===== src/rtl/reaction_arena_if.sv =====
// reaction_arena_if: button inputs and display/status outputs of the reaction game core.
interface reaction_arena_if #(
   parameter int NUM_PLAYERS = 2,
   parameter int TIME_W      = 14
);
   localparam int PID_W = (NUM_PLAYERS > 1) ? $clog2(NUM_PLAYERS) : 1;
   logic                   start_btn;
   logic [NUM_PLAYERS-1:0] react_btn;
   logic                   led_go;
   logic [2:0]             state_out;
   logic                   result_valid;
   logic [PID_W-1:0]       winner_id;
   logic [TIME_W-1:0]      time_ms;
   logic [NUM_PLAYERS-1:0] error_mask;
   logic [TIME_W-1:0]      best_ms;
   modport master (
      output start_btn, react_btn,
      input  led_go, state_out, result_valid, winner_id, time_ms, error_mask, best_ms
   );
   modport slave (
      input  start_btn, react_btn,
      output led_go, state_out, result_valid, winner_id, time_ms, error_mask, best_ms
   );
endinterface


===== src/rtl/reaction_arena.sv =====
// reaction_arena: multi-player reaction timer with LFSR delay, false-start detection,
// timeout and best-time tracking.
module reaction_arena #(
   parameter int          NUM_PLAYERS     = 2,
   parameter int          TICK_DIV        = 50000,
   parameter int          TIME_W          = 14,
   parameter int          MAX_MS          = 9999,
   parameter int          DELAY_MIN_MS    = 1000,
   parameter int          DELAY_SPAN_BITS = 11,
   parameter logic [15:0] LFSR_SEED       = 16'hACE1
) (
   input logic          clk,
   input logic          reset,
   reaction_arena_if.slave bus
);
   localparam int PID_W = (NUM_PLAYERS > 1) ? $clog2(NUM_PLAYERS) : 1;
   localparam int PRE_W = $clog2(TICK_DIV);
   localparam logic [2:0] S_IDLE    = 3'd0;
   localparam logic [2:0] S_ARMED   = 3'd1;
   localparam logic [2:0] S_GO      = 3'd2;
   localparam logic [2:0] S_RESULT  = 3'd3;
   localparam logic [2:0] S_FOUL    = 3'd4;
   localparam logic [2:0] S_TIMEOUT = 3'd5;

   logic                   r_start_q;
   logic [NUM_PLAYERS-1:0] r_react_q;
   logic [2:0]             r_state;
   logic                   r_led_go;
   logic                   r_result_valid;
   logic [PID_W-1:0]       r_winner;
   logic [TIME_W-1:0]      r_time;
   logic [NUM_PLAYERS-1:0] r_mask;
   logic [TIME_W-1:0]      r_best;
   logic [15:0]            r_lfsr;
   logic [PRE_W-1:0]       r_presc;
   logic [TIME_W-1:0]      r_delay;
   logic [TIME_W-1:0]      r_elapsed;

   logic                   w_start_rise;
   logic [NUM_PLAYERS-1:0] w_react_rise;
   logic                   w_tick;
   logic                   w_begin;
   logic [15:0]            w_lfsr_next;
   logic [2:0]             w_nxt;
   logic [PID_W-1:0]       w_win;

   assign w_start_rise = bus.start_btn & ~r_start_q;
   assign w_react_rise = bus.react_btn & ~r_react_q;
   assign w_tick       = r_presc == PRE_W'(TICK_DIV - 1);
   assign w_lfsr_next  = {r_lfsr[14:0], r_lfsr[15] ^ r_lfsr[13] ^ r_lfsr[12] ^ r_lfsr[10]};
   assign w_begin      = w_start_rise && (r_state == S_IDLE || r_state == S_RESULT ||
                                          r_state == S_FOUL || r_state == S_TIMEOUT);

   // A false start outranks the GO transition that would happen on the same cycle.
   always_comb begin
      w_nxt = r_state;
      if (w_begin)
         w_nxt = S_ARMED;
      else if (r_state == S_ARMED)
         w_nxt = |w_react_rise ? S_FOUL : (w_tick && r_delay == TIME_W'(1)) ? S_GO : S_ARMED;
      else if (r_state == S_GO)
         w_nxt = |w_react_rise ? S_RESULT :
                 (w_tick && r_elapsed == TIME_W'(MAX_MS - 1)) ? S_TIMEOUT : S_GO;
   end

   always_comb begin
      w_win = '0;
      for (int i = NUM_PLAYERS - 1; i >= 0; i--)
         if (w_react_rise[i]) w_win = PID_W'(i);
   end

   always_ff @(posedge clk) begin
      if (reset) begin
         r_start_q      <= 1'b0;
         r_react_q      <= '0;
         r_state        <= S_IDLE;
         r_led_go       <= 1'b0;
         r_result_valid <= 1'b0;
         r_winner       <= '0;
         r_time         <= '0;
         r_mask         <= '0;
         r_best         <= TIME_W'(MAX_MS);
         r_lfsr         <= LFSR_SEED;
         r_presc        <= '0;
         r_delay        <= '0;
         r_elapsed      <= '0;
      end else begin
         r_start_q      <= bus.start_btn;
         r_react_q      <= bus.react_btn;
         r_state        <= w_nxt;
         r_led_go       <= w_nxt == S_GO;
         r_result_valid <= w_nxt == S_RESULT;
         r_presc        <= (w_tick || (w_nxt != r_state && (w_nxt == S_ARMED || w_nxt == S_GO)))
                           ? '0 : r_presc + 1'b1;
         r_elapsed      <= (r_state != S_GO) ? '0 : w_tick ? r_elapsed + 1'b1 : r_elapsed;
         if (w_begin) begin
            r_lfsr  <= w_lfsr_next;
            r_delay <= TIME_W'(DELAY_MIN_MS) + TIME_W'(w_lfsr_next[DELAY_SPAN_BITS-1:0]);
            r_mask  <= '0;
         end
         if (r_state == S_ARMED && w_tick)
            r_delay <= r_delay - 1'b1;
         if (r_state == S_ARMED && w_nxt == S_FOUL)
            r_mask <= w_react_rise;
         if (r_state == S_GO && w_nxt == S_RESULT) begin
            r_winner <= w_win;
            r_time   <= r_elapsed;
            r_best   <= (r_elapsed < r_best) ? r_elapsed : r_best;
         end
         if (r_state == S_GO && w_nxt == S_TIMEOUT)
            r_time <= TIME_W'(MAX_MS);
      end
   end

   assign bus.led_go       = r_led_go;
   assign bus.state_out    = r_state;
   assign bus.result_valid = r_result_valid;
   assign bus.winner_id    = r_winner;
   assign bus.time_ms      = r_time;
   assign bus.error_mask   = r_mask;
   assign bus.best_ms      = r_best;
endmodule


===== src/flat_wrapper.sv =====
// flat-port wrapper written by rule: the top's interface ports become plain ports
module reaction_arena_flat 
#(
   parameter int          NUM_PLAYERS     = 2,
   parameter int          TICK_DIV        = 50000,
   parameter int          TIME_W          = 14,
   parameter int          MAX_MS          = 9999,
   parameter int          DELAY_MIN_MS    = 1000,
   parameter int          DELAY_SPAN_BITS = 11,
   parameter logic [15:0] LFSR_SEED       = 16'hACE1
)
  (clk, reset, bus_start_btn, bus_react_btn, bus_led_go, bus_state_out, bus_result_valid, bus_winner_id, bus_time_ms, bus_error_mask, bus_best_ms);
  reaction_arena_if #(.NUM_PLAYERS(NUM_PLAYERS), .TIME_W(TIME_W)) bus_i ();
  input logic clk;
  input logic reset;
  input wire logic [$bits(bus_i.start_btn)-1:0] bus_start_btn;
  input wire logic [$bits(bus_i.react_btn)-1:0] bus_react_btn;
  output wire logic [$bits(bus_i.led_go)-1:0] bus_led_go;
  output wire logic [$bits(bus_i.state_out)-1:0] bus_state_out;
  output wire logic [$bits(bus_i.result_valid)-1:0] bus_result_valid;
  output wire logic [$bits(bus_i.winner_id)-1:0] bus_winner_id;
  output wire logic [$bits(bus_i.time_ms)-1:0] bus_time_ms;
  output wire logic [$bits(bus_i.error_mask)-1:0] bus_error_mask;
  output wire logic [$bits(bus_i.best_ms)-1:0] bus_best_ms;
  assign bus_i.start_btn = bus_start_btn;
  assign bus_i.react_btn = bus_react_btn;
  assign bus_led_go = bus_i.led_go;
  assign bus_state_out = bus_i.state_out;
  assign bus_result_valid = bus_i.result_valid;
  assign bus_winner_id = bus_i.winner_id;
  assign bus_time_ms = bus_i.time_ms;
  assign bus_error_mask = bus_i.error_mask;
  assign bus_best_ms = bus_i.best_ms;
  reaction_arena #(.NUM_PLAYERS(NUM_PLAYERS), .TICK_DIV(TICK_DIV), .TIME_W(TIME_W), .MAX_MS(MAX_MS), .DELAY_MIN_MS(DELAY_MIN_MS), .DELAY_SPAN_BITS(DELAY_SPAN_BITS), .LFSR_SEED(LFSR_SEED)) u_core (.clk(clk), .reset(reset), .bus(bus_i));
endmodule

===== config.mk =====
export PLATFORM = sky130hd
export DESIGN_NAME = reaction_arena_flat
export DESIGN_NICKNAME = d
export VERILOG_FILES = /design/src/rtl/reaction_arena_if.sv /design/src/rtl/reaction_arena.sv /design/src/flat_wrapper.sv
export SDC_FILE = /design/constraint.sdc
export NUM_CORES = 1
export LEC_CHECK = 0
export CELL_PAD_IN_SITES_DETAIL_PLACEMENT = 1
export CELL_PAD_IN_SITES_GLOBAL_PLACEMENT = 2
export CORE_MARGIN = 2
export CORE_UTILIZATION = 30
export CTS_BUF_LIST = sky130_fd_sc_hd__clkbuf_4
export DETAILED_ROUTE_END_ITERATION = 10
export HOLD_SLACK_MARGIN = 0.12
export PLACE_DENSITY = 0.79
export SLEW_MARGIN = 30
export SYNTH_ARGS = -nofsm -noshare
export SYNTH_HDL_FRONTEND = slang
export SYNTH_SLANG_ARGS = --single-unit

===== constraint.sdc =====
create_clock -name clk -period 3.7 [get_ports clk]
set_input_delay 1.11 -clock clk [delete_from_list [all_inputs] [get_ports clk]]
set_output_delay 1.11 -clock clk [all_outputs]
set_load 0.02 [all_outputs]

==> flow_summary.yaml, run 1 <==
route:
  vias: 3931
  drt_iter0_markers: 173
  ant_nets: 0
  drc_errors: 0
  wire_per_inst_microns: 16.1
  viasPerCell: 5.15
  dr.pass1.iters: 4
  routed_wl_mm: 12.3
pwr:
  power_w: 0.00196
  vdd.ir_drop.worst_mv: 0.127
  p_leak_nw: 2.09
  powerDensity_mw_per_mm2: 358
cells_and_area:
  num-fill-cells: 1753
  area.growth.synth_to_final_pct: 17.5
  fin_nets: 595
  diodes: 0
  final_layout_size_suffix_gt1_share_pct: 7.81
timing:
  skew_ns: 0.0224
  fmax_ghz: 0.357
  grt_setup_unrepaired: "false"
  holdWs_ns: 0.467
  setup_viol: 0
  hold_violations: 0
  setup_ws_ns: 0.902
  worst_pin_slew_ns: 0.737
  final.period_utilization_pct: 75.6
  maxSlewHeadroom_pct: 50.5
  drv_slew: 0
  tns_ns: 0
  fin_crit_ns: 2.80
worst_setup_path:
  cp_cell_sequence: "clkdlybuf4s50_1"
  worst_setup_path_end_kind: "primary output"
  arrival_ns: 1.69
  timing.rr.end: "u_core.r_delay[6]"
  cp_slowest_cell: "clkdlybuf4s50_1"
  cpPeakStageDelay_ns: 0.70
  r2r_slack_ns: 1.06
  crit_family: "buffers and inverters"
  r2r-start: "u_core.r_presc[6]"
  path_depth: 1
  worstSetupPathType: "reg2out"
  crit_buf_inv: 1
  r2r_cells: 6
  worst-endpoint-required_ns: 2.59
  crit_path_start_kind: "flip-flop"
  cp_max_fo: 9
yosys:
  syn_inst: 529
  synthMostInstantiatedCell: "dfxtp_1"
  yosysUniqueCellTypes: 56
  synth_xor_area_share_pct: 6.41
  synthTopCellsByCount: "99 x dfxtp_1, 63 x nand2_1, 60 x nor2_1, 23 x a21oi_1"
  synthFlopType: "dfxtp_1"
  synth-seq-cells: 99
  synth_nets: 553
  avgSynthCellArea_sq_um: 8.78
  synthAdderAreaFrac_pct: 5.12
  synth_top_family_by_area: "simple AND/OR/NAND/NOR gates"
  synth_simple_gate_area_share_pct: 25.4
  synth_top_area_share_pct: 42.7
  yosys_warnings: 0
  netlist_area_sq_mm: 0.00464
  synth_edf_count: 0
  synth_compound_gate_area_share_pct: 12.3
  synthMuxAreaShare_pct: 4.80
  synth-async-reset-ratio_pct: 0
  yosys.area.top_type: "dfxtp_1"
  ys_seq_area_share_pct: 42.7
  ys_top_cells_by_area: "dfxtp_1 43%, ha_1 5.1%, nand2_1 5.1%"
placed_design:
  preCtsSetupSlack_ns: 0.469
  gp_congestion: 0.796
  port_buffers: 40
  hpwl_mm: 9.05
cts:
  clockBufferDepth: 2
  clk_latency_ns: 0.49
  cts_hold_buffers: 0
  root_buffer: "clkbuf_4"
  cts_resized: 0
  cts_tree: "yes"
  clock_sinks: 99
  cts_buffers: 9
  cts_setup_buffers: 0
  clk_pin_slew_ns: 0.14
  htreeDepth: 3
global_route:
  antenna_found_initial: 0
  grt_pass1_vias: 4027
  overflow: 0
  grt_pass1_wl_mm: 20.5
  grt_max_degree: 25
  grtUsageTotal_pct: 15.9
hold_path:
  worstHoldPathCells: 1
  hold_path.startpoint: "u_core.r_presc[0]"
  min_path_type: "reg2reg"
  hold_end: "u_core.r_presc[0]"
die:
  io_pins: 41
  die_w_microns: 128
  core_area_sq_mm: 0.0151
  die_y_microns: 128
  row_count: 45
  start_util_pct: 30.7
  dieArea_sq_mm: 0.0165
status:
  outcome: "completed"
flow_run:
  maxCapViolations: 0
[power breakdown]
part           internal (W)  leakage [nW]  switching (W)
Sequential          0.00110         0.804      0.0000309
Combinational     0.0000697          1.19       0.000103
Clock              0.000287        0.0885       0.000367
[state kept, by name, summed over array words and instances (netlist names), 2 cells and up]
| signal | flops |
|---|---|
| u_core.bus.state_out | 3 |
| u_core.r_elapsed | 14 |
| u_core.r_lfsr | 16 |
| u_core.bus.best_ms | 14 |
| u_core.r_presc | 16 |
| u_core.r_delay | 14 |
| u_core.bus.time_ms | 14 |
| u_core.bus.error_mask | 2 |
| u_core.r_react_q | 2 |
[through the flow]
stage	util, %	cells	area (sq um)
3_3_place_gp	35.0	748	5300
6_report	36.0	764	5460
4_1_cts	36.0	764	5460
3_5_place_dp	35.0	748	5300
2_1_floorplan	-	529	4640
5_1_grt	36.0	764	5460
[worst max-delay path by stage]
stage,to,slack [ns],startpoint
floorplan,u_core.bus.best_ms[11],0.79,bus_react_btn[1]
global placement,u_core.bus.best_ms[5],0.54,bus_react_btn[1]
detailed placement,u_core.bus.best_ms[5],0.47,bus_react_btn[1]
CTS,bus_state_out[1],0.83,u_core.bus.state_out[1]
global route,bus_state_out[1],0.77,u_core.bus.state_out[1]
finish,bus_state_out[1],0.90,u_core.bus.state_out[1]
[kinds of logic after synthesis]
group	after synthesis
buf+inv	41
simple gates	230
mux	22
flops	99
fa+ha+maj	19
xor+xnor	34
compound gates	84
[area by class of cell]
cell class	instances	area [sq um]	share of cell area, %
well taps	188	235	4.31
clock buffers	11	82.6	1.51
multi-input cells	389	2510	46.1
clock inverters	5	77.6	1.42
repair buffers	52	490	8.99
flip-flops and latches	99	1980	36.3
inverters	20	75.1	1.38
[placed cells by master, fill, tap and decap left out, types with 3 or more instances in the layout]
cell / netlist / layout
a21oi_1: 23 / 23
o21ai_0: 8 / 8
xor2_1: 15 / 15
nor4_1: 4 / 4
xnor2_1: 19 / 19
o21bai_1: 9 / 9
nor3_1: 16 / 16
nand4_1: 12 / 12
and4b_1: 3 / 3
or4_1: 3 / 3
clkbuf_4: 0 / 11
nor2_1: 60 / 60
nor2b_1: 9 / 9
clkdlybuf4s50_1: 0 / 40
a211o_1: 3 / 3
or3_1: 8 / 8
dfxtp_1: 99 / 99
nand2b_1: 3 / 3
nand2_1: 63 / 63
a31oi_1: 6 / 6
and2_1: 3 / 3
inv_1: 20 / 20
mux2i_1: 20 / 20
ha_1: 19 / 19
o211ai_1: 9 / 9
and3_1: 6 / 6
buf_4: 0 / 12
nand3_1: 18 / 18
or2_2: 4 / 4
a211oi_1: 7 / 7
[per-layer routing]
layer | global-route usage [%] | up-vias | wire length [microns]
li1 | - | 1945 | -
met1 | 18.7 | 1926 | 5510
met2 | 28.1 | 45 | 6250
met3 | 3.24 | 15 | 310
met4 | 6.79 | 0 | 218
met5 | 0 | - | 0
Power figures use the tool's default switching activity.
==> run 2, diff against run 1 <==
==> constraint.sdc (replaced) <==
create_clock -name clk -period 2.7 [get_ports clk]
set_input_delay 0.81 -clock clk [delete_from_list [all_inputs] [get_ports clk]]
set_output_delay 0.81 -clock clk [all_outputs]
set_load 0.02 [all_outputs]
==> run 2 against run 1 <==
Net effect:
- register-to-register slack worse by 0.86 ns
- final area is 3.0% higher
- count of clock-buffer cells in the layout shrank 1
- via count grew 2.6%
- core utilization increased by 1.1 points
- cell count rose by 2.6%
- die area unchanged
- clock skew grew 0.0091 ns
- worst hold slack got worse by 0.0013 ns
- critical endpoint is now u_core.r_delay[6]
==> flow_summary.yaml, run 2 (synthesis results as in run 1) <==
status:
  outcome: "completed"
route:
  vias: 4035
  routed_wl_mm: 12.8
  dr.pass1.iters: 4
  ant_nets: 0
  drt_iter0_markers: 137
  wire_per_inst_microns: 16.3
  drc_errors: 0
  viasPerCell: 5.15
worst_setup_path:
  cp_max_fo: 10
  worstSetupPathType: "reg2reg"
  worst-endpoint-required_ns: 3.12
  worst_setup_path_end_kind: "flip-flop"
  crit_path_start_kind: "flip-flop"
  arrival_ns: 2.92
die:
  die_w_microns: 128
  start_util_pct: 30.7
  die_y_microns: 128
  core_area_sq_mm: 0.0151
  io_pins: 41
  dieArea_sq_mm: 0.0165
  row_count: 45
cts:
  cts_hold_buffers: 0
  clk_pin_slew_ns: 0.14
  cts_buffers: 9
  root_buffer: "clkbuf_4"
  clk_latency_ns: 0.49
  cts_tree: "yes"
  htreeDepth: 3
  clock_sinks: 99
  cts_resized: 0
  clockBufferDepth: 2
  cts_setup_buffers: 0
global_route:
  grt_use_met1_pct: 19.2
  antenna_found_initial: 0
  gr-usage-met2_pct: 29.4
  overflow: 0
  grt_use_met3_pct: 3.24
  grt_pass1_wl_mm: 21.6
  grt_max_degree: 45
  grtUsageTotal_pct: 16.5
  busiest_layer: "met2"
  grt_pass1_vias: 4350
timing:
  grt_setup_unrepaired: "false"
  maxSlewHeadroom_pct: 71.5
  drv_slew: 0
  fmax_ghz: 0.400
  tns_ns: 0
  setup_ws_ns: 0.197
  final.period_utilization_pct: 92.7
  worst_pin_slew_ns: 0.425
  hold_violations: 0
  fin_crit_ns: 2.50
  skew_ns: 0.0316
  setup_viol: 0
cells_and_area:
  diodes: 0
  final_layout_size_suffix_gt1_share_pct: 11.1
  area.growth.synth_to_final_pct: 21.1
  final_cell_mix: "99 x dfxtp_1, 63 x nand2_1, 60 x nor2_1, 40 x clkdlybuf4s50_1, 29 x buf_4"
  num-fill-cells: 1791
  final_util_pct: 37.1
  reg_top3: "u_core.r_lfsr (16), u_core.r_presc (16)"
  fin_nets: 615
  fin_cells: 784
  layout_commonest_cell: "dfxtp_1"
pwr:
  powerDensity_mw_per_mm2: 468
  power_frac_clock_pct: 31.5
  power_w: 0.00263
  p_switching_w: 0.000725
  p_sw_share_pct: 27.6
  combPwrFrac_pct: 9.7
  power.internal_w: 0.00190
  power_frac_seq_pct: 58.8
  p_leak_nw: 2.18
  vdd.ir_drop.worst_mv: 0.180
placed_design:
  placed_cells: 768
  port_buffers: 40
  hpwl_mm: 9.55
  preCtsSetupSlack_ns: -0.112
  gp_congestion: 0.786
flow_run:
  maxCapViolations: 0
hold_path:
  min_path_type: "reg2reg"
## run 2: cell count changes in the layout (fill, tap and decap cells not counted), sizes merged
cell	previous run	this run
clkinv	3	2
clkbuf	11	10
buf	12	32
bufinv	2	1
clkinvlp	0	2
inv	20	21
## run 2: routing by layer
layer | up-vias | wire [microns]
li1 | 1982 | -
met1 | 1984 | 5560
met2 | 46 | 6550
met3 | 23 | 306
met4 | 0 | 340
met5 | - | 0
## run 2: critical path, stage by stage (launching register included)
cell and delay [ns]:
dfxtp_1 0.38, or4b_4 0.58, or4_1 0.54, nor2_8 0.23, nand2_4 0.09, or4_1 0.47
a31oi_1 0.17
## run 2: path summary, 6_finish.rpt
| path | from | end | slack (ns) | cells past startpoint |
|---|---|---|---|---|
| worst max register to register | u_core.r_presc[7] | u_core.r_delay[6] | 0.20 | 6 |
| worst max-delay path | u_core.r_presc[7] | u_core.r_delay[6] | 0.20 | 6 |
| worst min register to register | u_core.r_presc[0] | u_core.r_presc[0] | 0.47 | 1 |
| worst min-delay path | u_core.r_presc[0] | u_core.r_presc[0] | 0.47 | 1 |
## run 2: final cells by class
cell class | instances | area [sq um] | area share [%]
Multi-Input combinational cell | 389 | 2510 | 44.7
Sequential cell | 99 | 1980 | 35.2
Timing Repair Buffer | 72 | 678 | 12.1
Tap cell | 188 | 235 | 4.18
Clock buffer | 10 | 75.1 | 1.33
Inverter | 20 | 75.1 | 1.33
Clock inverter | 6 | 63.8 | 1.13
## run 2: power by group through the flow
stage                     logic (W)  clock network [W]  registers (W)
after CTS                  0.000260           0.000859        0.00155
after detailed placement   0.000258                  0        0.00158
after global routing       0.000288           0.000913        0.00156
after floorplan            0.000169                  0        0.00157
final                      0.000255           0.000827        0.00155
after global placement     0.000249                  0        0.00157
## run 2: per-stage QoR
stage          hold slack [ns]  instance area, sq um
6_report                 0.466                  5620
5_1_grt                  0.497                  5620
4_1_cts                  0.473                  5620
3_5_place_dp             0.442                  5490
3_3_place_gp             0.424                  5490
2_1_floorplan            0.413                  4640
==> run 3, diff against run 2 <==
--- a/config.mk
+++ b/config.mk
@@ -13,6 +13,7 @@
 export DETAILED_ROUTE_END_ITERATION = 10
 export HOLD_SLACK_MARGIN = 0.12
 export PLACE_DENSITY = 0.79
+export SETUP_SLACK_MARGIN = 0.2
 export SLEW_MARGIN = 30
 export SYNTH_ARGS = -nofsm -noshare
 export SYNTH_HDL_FRONTEND = slang
==> constraint.sdc (replaced) <==
create_clock -name clk -period 3.1 [get_ports clk]
set_input_delay 0.93 -clock clk [delete_from_list [all_inputs] [get_ports clk]]
set_output_delay 0.93 -clock clk [all_outputs]
set_load 0.02 [all_outputs]
==> run 3 against run 2 <==
Net effect:
- combinational power decreased by 16%
- core utilization down 1.0 points
- wire length down 3.2%
- largest power group unchanged
- via count is 2.7% lower
- sequential share of layout area increased by 1.0 points
- count of clock-buffer cells in the layout is 1 lower
- critical path depth unchanged
- clock skew decreased by 0.012 ns
- clock power fell by 19%
- critical endpoint unchanged
- non-clock buffer count down 14
- register-to-register slack better by 0.21 ns
- maximum frequency shrank 7.0%
==> flow_summary.yaml, run 3 (synthesis results as in run 1) <==
cts:
  clock_sinks: 99
  root_buffer: "clkbuf_4"
  cts_tree: "yes"
  clk_pin_slew_ns: 0.14
  cts_hold_buffers: 0
  htreeDepth: 3
  cts_resized: 0
  clk_latency_ns: 0.47
  cts_buffers: 9
  cts_setup_buffers: 0
  clockBufferDepth: 2
global_route:
  antenna_found_initial: 0
  grt_pass1_vias: 4091
  overflow: 0
  grt_pass1_wl_mm: 20.6
  grt_max_degree: 28
  grtUsageTotal_pct: 15.8
route:
  viasPerCell: 5.11
  drt_iter0_markers: 155
  dr.pass1.iters: 4
  wire_per_inst_microns: 16.1
  drc_errors: 0
  ant_nets: 0
  vias: 3926
  routed_wl_mm: 12.3
hold_path:
  min_path_type: "reg2reg"
placed_design:
  hpwl_mm: 9.09
  gp_congestion: 0.793
  port_buffers: 40
  preCtsSetupSlack_ns: 0.150
die:
  row_count: 45
  core_area_sq_mm: 0.0151
  die_y_microns: 128
  dieArea_sq_mm: 0.0165
  io_pins: 41
  start_util_pct: 30.7
  die_w_microns: 128
timing:
  hold_violations: 0
  tns_ns: 0
  holdWs_ns: 0.464
  maxSlewHeadroom_pct: 65.8
  setup_viol: 0
  worst_pin_slew_ns: 0.510
  drv_slew: 0
  final.period_utilization_pct: 86.9
  setup_ws_ns: 0.408
  grt_setup_unrepaired: "false"
  fmax_ghz: 0.371
  fin_crit_ns: 2.69
  skew_ns: 0.0194
worst_setup_path:
  arrival_ns: 3.08
  worst-endpoint-required_ns: 3.49
  cp_slowest_cell: "or4_1"
  worstSetupPathType: "reg2reg"
  crit_family: "simple AND/OR/NAND/NOR gates"
  crit_buf_inv: 0
  cp_max_fo: 10
  cp_cell_sequence: "or4b_4 > or4_1 > nor2_8 > nand2_4 > or4_1 > a31oi_1"
  crit_top_cell: "or4_1"
  cpPeakStageDelay_ns: 0.64
  crit_path_start_kind: "flip-flop"
  worst_setup_path_end_kind: "flip-flop"
pwr:
  combPwrFrac_pct: 9.5
  power.internal_w: 0.00163
  power_w: 0.00223
  p_switching_w: 0.000596
  power_frac_seq_pct: 60.4
  p_sw_share_pct: 26.7
  vdd.ir_drop.worst_mv: 0.223
  powerDensity_mw_per_mm2: 408
  power_frac_clock_pct: 30.1
  p_leak_nw: 2.10
cells_and_area:
  area.growth.synth_to_final_pct: 17.7
  final_layout_size_suffix_gt1_share_pct: 8.61
  layout_commonest_cell: "dfxtp_1"
  diodes: 0
  reg_top3: "u_core.r_lfsr (16), u_core.r_presc (16)"
  fin_nets: 601
  final_cell_mix: "99 x dfxtp_1, 63 x nand2_1, 60 x nor2_1, 40 x clkdlybuf4s50_1, 23 x a21oi_1"
status:
  outcome: "completed"
flow_run:
  maxCapViolations: 0
## run 3: changes by cell type in the layout (fill, tap and decap cells not counted)
| cell | before | now |
|---|---|---|
| buf_12 | 3 | 0 |
| buf_4 | 29 | 18 |
| clkbuf_4 | 10 | 9 |
| clkinv_1 | 0 | 1 |
| clkinv_2 | 2 | 3 |
| clkinv_4 | 0 | 1 |
| clkinvlp_4 | 2 | 0 |
| inv_6 | 1 | 0 |
## run 3: per-stage QoR
| step | utilization (%) | instances | area (sq um) |
|---|---|---|---|
| 2_1_floorplan | - | 529 | 4640 |
| 3_3_place_gp | 35.3 | 754 | 5340 |
| 3_5_place_dp | 35.3 | 754 | 5340 |
| 4_1_cts | 36.1 | 769 | 5470 |
| 5_1_grt | 36.1 | 769 | 5470 |
| 6_report | 36.1 | 769 | 5470 |
## run 3: layer usage
| layer | global-route usage, % | vias to the layer above | wire [microns] |
|---|---|---|---|
| met3 | 3.16 | 10 | 302 |
| met2 | 29.9 | 37 | 6370 |
| met5 | 0 | - | 0 |
| met1 | 17.7 | 1929 | 5530 |
| li1 | - | 1950 | - |
| met4 | 4.78 | 0 | 143 |
## run 3: cell type report
cell class                      instances  area (sq um)
Clock buffer                            9          67.6
Fill cell                            1761          9680
Sequential cell                        99          1980
Clock inverter                          6          57.6
Timing Repair Buffer                   58           536
Multi-Input combinational cell        389          2510
Tap cell                              188           235
Inverter                               20          75.1
## run 3: final timing paths
| kind | endpoint | slack [ns] | start | depth (start not counted) |
|---|---|---|---|---|
| worst max-delay path | u_core.r_delay[6] | 0.41 | u_core.r_presc[6] | 6 |
| worst min-delay path | u_core.r_presc[0] | 0.46 | u_core.r_presc[0] | 1 |
| worst max register to register | u_core.r_delay[6] | 0.41 | u_core.r_presc[6] | 6 |
| worst min register to register | u_core.r_presc[0] | 0.46 | u_core.r_presc[0] | 1 |
## run 3: power groups by stage
stage / combinational (W) / clock (W) / sequential (W)
global placement: 0.000209 / 0 / 0.00137
global route: 0.000242 / 0.000758 / 0.00135
CTS: 0.000217 / 0.000712 / 0.00135
finish: 0.000213 / 0.000671 / 0.00135
detailed placement: 0.000215 / 0 / 0.00137
floorplan: 0.000147 / 0 / 0.00137
==> patch (config.mk and constraints of run 2) <==
`TICK_DIV` is set to 50000 in 2 places; all go to 25000.
--- a/src/rtl/reaction_arena.sv
+++ b/src/rtl/reaction_arena.sv
@@ -2,7 +2,7 @@
 // timeout and best-time tracking.
 module reaction_arena #(
    parameter int          NUM_PLAYERS     = 2,
-   parameter int          TICK_DIV        = 50000,
+   parameter int          TICK_DIV        = 25000,
    parameter int          TIME_W          = 14,
    parameter int          MAX_MS          = 9999,
    parameter int          DELAY_MIN_MS    = 1000,
--- a/src/flat_wrapper.sv
+++ b/src/flat_wrapper.sv
@@ -2,7 +2,7 @@
 module reaction_arena_flat 
 #(
    parameter int          NUM_PLAYERS     = 2,
-   parameter int          TICK_DIV        = 50000,
+   parameter int          TICK_DIV        = 25000,
    parameter int          TIME_W          = 14,
    parameter int          MAX_MS          = 9999,
    parameter int          DELAY_MIN_MS    = 1000,
Formal check against the unedited RTL: same outputs for any inputs over 10 cycles, from zero or initial values and one cycle with reset high; that may be too few to reach the edited logic, so the function may still have changed.
==> patch against run 2 <==
  * Cell area fell by 1.3%
  * Setup slack worse by 0.090 ns
  * Core utilization fell by 0.90 points
  * Cell count rose by 2.3%
  * Total power decreased by 1.6%
  * Synthesized cell count grew 2.3%
  * Wire length decreased by 2.2%
  * Area after synthesis is 1.6% higher
  * Sequential cell count down 1
  * Worst hold slack improved by 0.00075 ns
==> patch: results (changes against run 2) <==
- Status: completed
- Drt initial violations: 196 (+43%)
- Largest net degree at the start of global routing: 35 (-22%)
- Critical path type: flip-flop to primary output
- Clk sinks: 98 (-1.0%)
- Clk tree area frac: 0.02368 (-0.001019)
- Post-synth cell types: 64 (+14%)
- Global-route wire length before repair: 20,290 microns (-6.0%)
- Non-Filler Instances: 802 (+2.3%)
- Leakage: 2.055 nW (-5.9%)
- Post-synth top cells: 98 x dfxtp_1, 81 x nor2_1, 68 x nand2_1, 29 x a21oi_1
- Rel. slew slack: 0.6697 (-0.04551)
- Post-route clock skew: 0.01484 ns (-0.01672 ns)
- Multi-input logic cell count: 399 (+2.6%)
- WP data arrival: 1.78 ns (-1.14 ns)
- Inverter count: 22 (+10%)
- CTS resizes: 0 (unchanged)
- GP Congestion: 0.7710 (-1.9%)
- Overall Global Routing Usage: 0.1546 (-0.01057)
- Post-DP Area: 5418 sq um (-1.2%)
- Layout cells sized above 1: 0.1083 (-0.002447)
- Area of the core: 15,310 sq um (+1.1%)
- Syn Inst Count: 541 (+2.3%)
- Peak VDD IR: 0.2559 mV (+42%)
- WL/cell: 15.55 microns (-4.4%)
- Largest fanout on the critical path: 8 (-2)
- Vias: 3,934 (-2.5%)
- Hpwl dp: 9430 microns (-1.3%)
- Regs by FF count: u_core.r_lfsr (16), u_core.r_presc (15)
- Seq area share: 0.3536 (+0.001159)
- Slowest CP cell: clkdlybuf4s50_1
- Vias in the first global route: 3,973 (-8.7%)
- Area of the multi-input gates: 2574 sq um (+2.3%)
- Dpl ws: 0.08711 ns (+0.1994 ns)
- Slowest cell delay on critical path: 0.71 ns (+0.13 ns)
- Clock power frac: 0.301 (-0.014)
- Final nets: 611 (-0.65%)
- Syn nets: 565 (+2.2%)
- Seq/Total Area, Yosys: 0.4156 (-0.01114)
- Sw Pwr: 0.7057 mW (-2.6%)
patch: layer usage:
layer	vias up	GRT usage	part of all wire
met5	-	0	0
met3	15	0.04046	0.028
li1	1971	-	-
met2	44	0.2833	0.52
met1	1904	0.1799	0.44
met4	0	0.03669	0.013
patch: cell families after synthesis:
kind of cell | Yosys count | synth area share
fa+ha+maj | 19 | 0.05036
xor+xnor | 34 | 0.06308
simple gates | 244 | 0.2658
buf+inv | 44 | 0.03922
mux | 15 | 0.03207
flops | 98 | 0.4156
compound gates | 87 | 0.1338
patch: final timing paths:
kind / startpoint / to / slack (ns) / cells past startpoint
setup / recovery: u_core.bus.state_out[0] / bus_state_out[0] / 0.11 / 1
setup reg to reg: u_core.bus.best_ms[5] / u_core.bus.best_ms[8] / 0.35 / 8
hold reg to reg: u_core.r_lfsr[1] / u_core.r_lfsr[1] / 0.47 / 2
hold / removal: u_core.r_lfsr[1] / u_core.r_lfsr[1] / 0.47 / 2
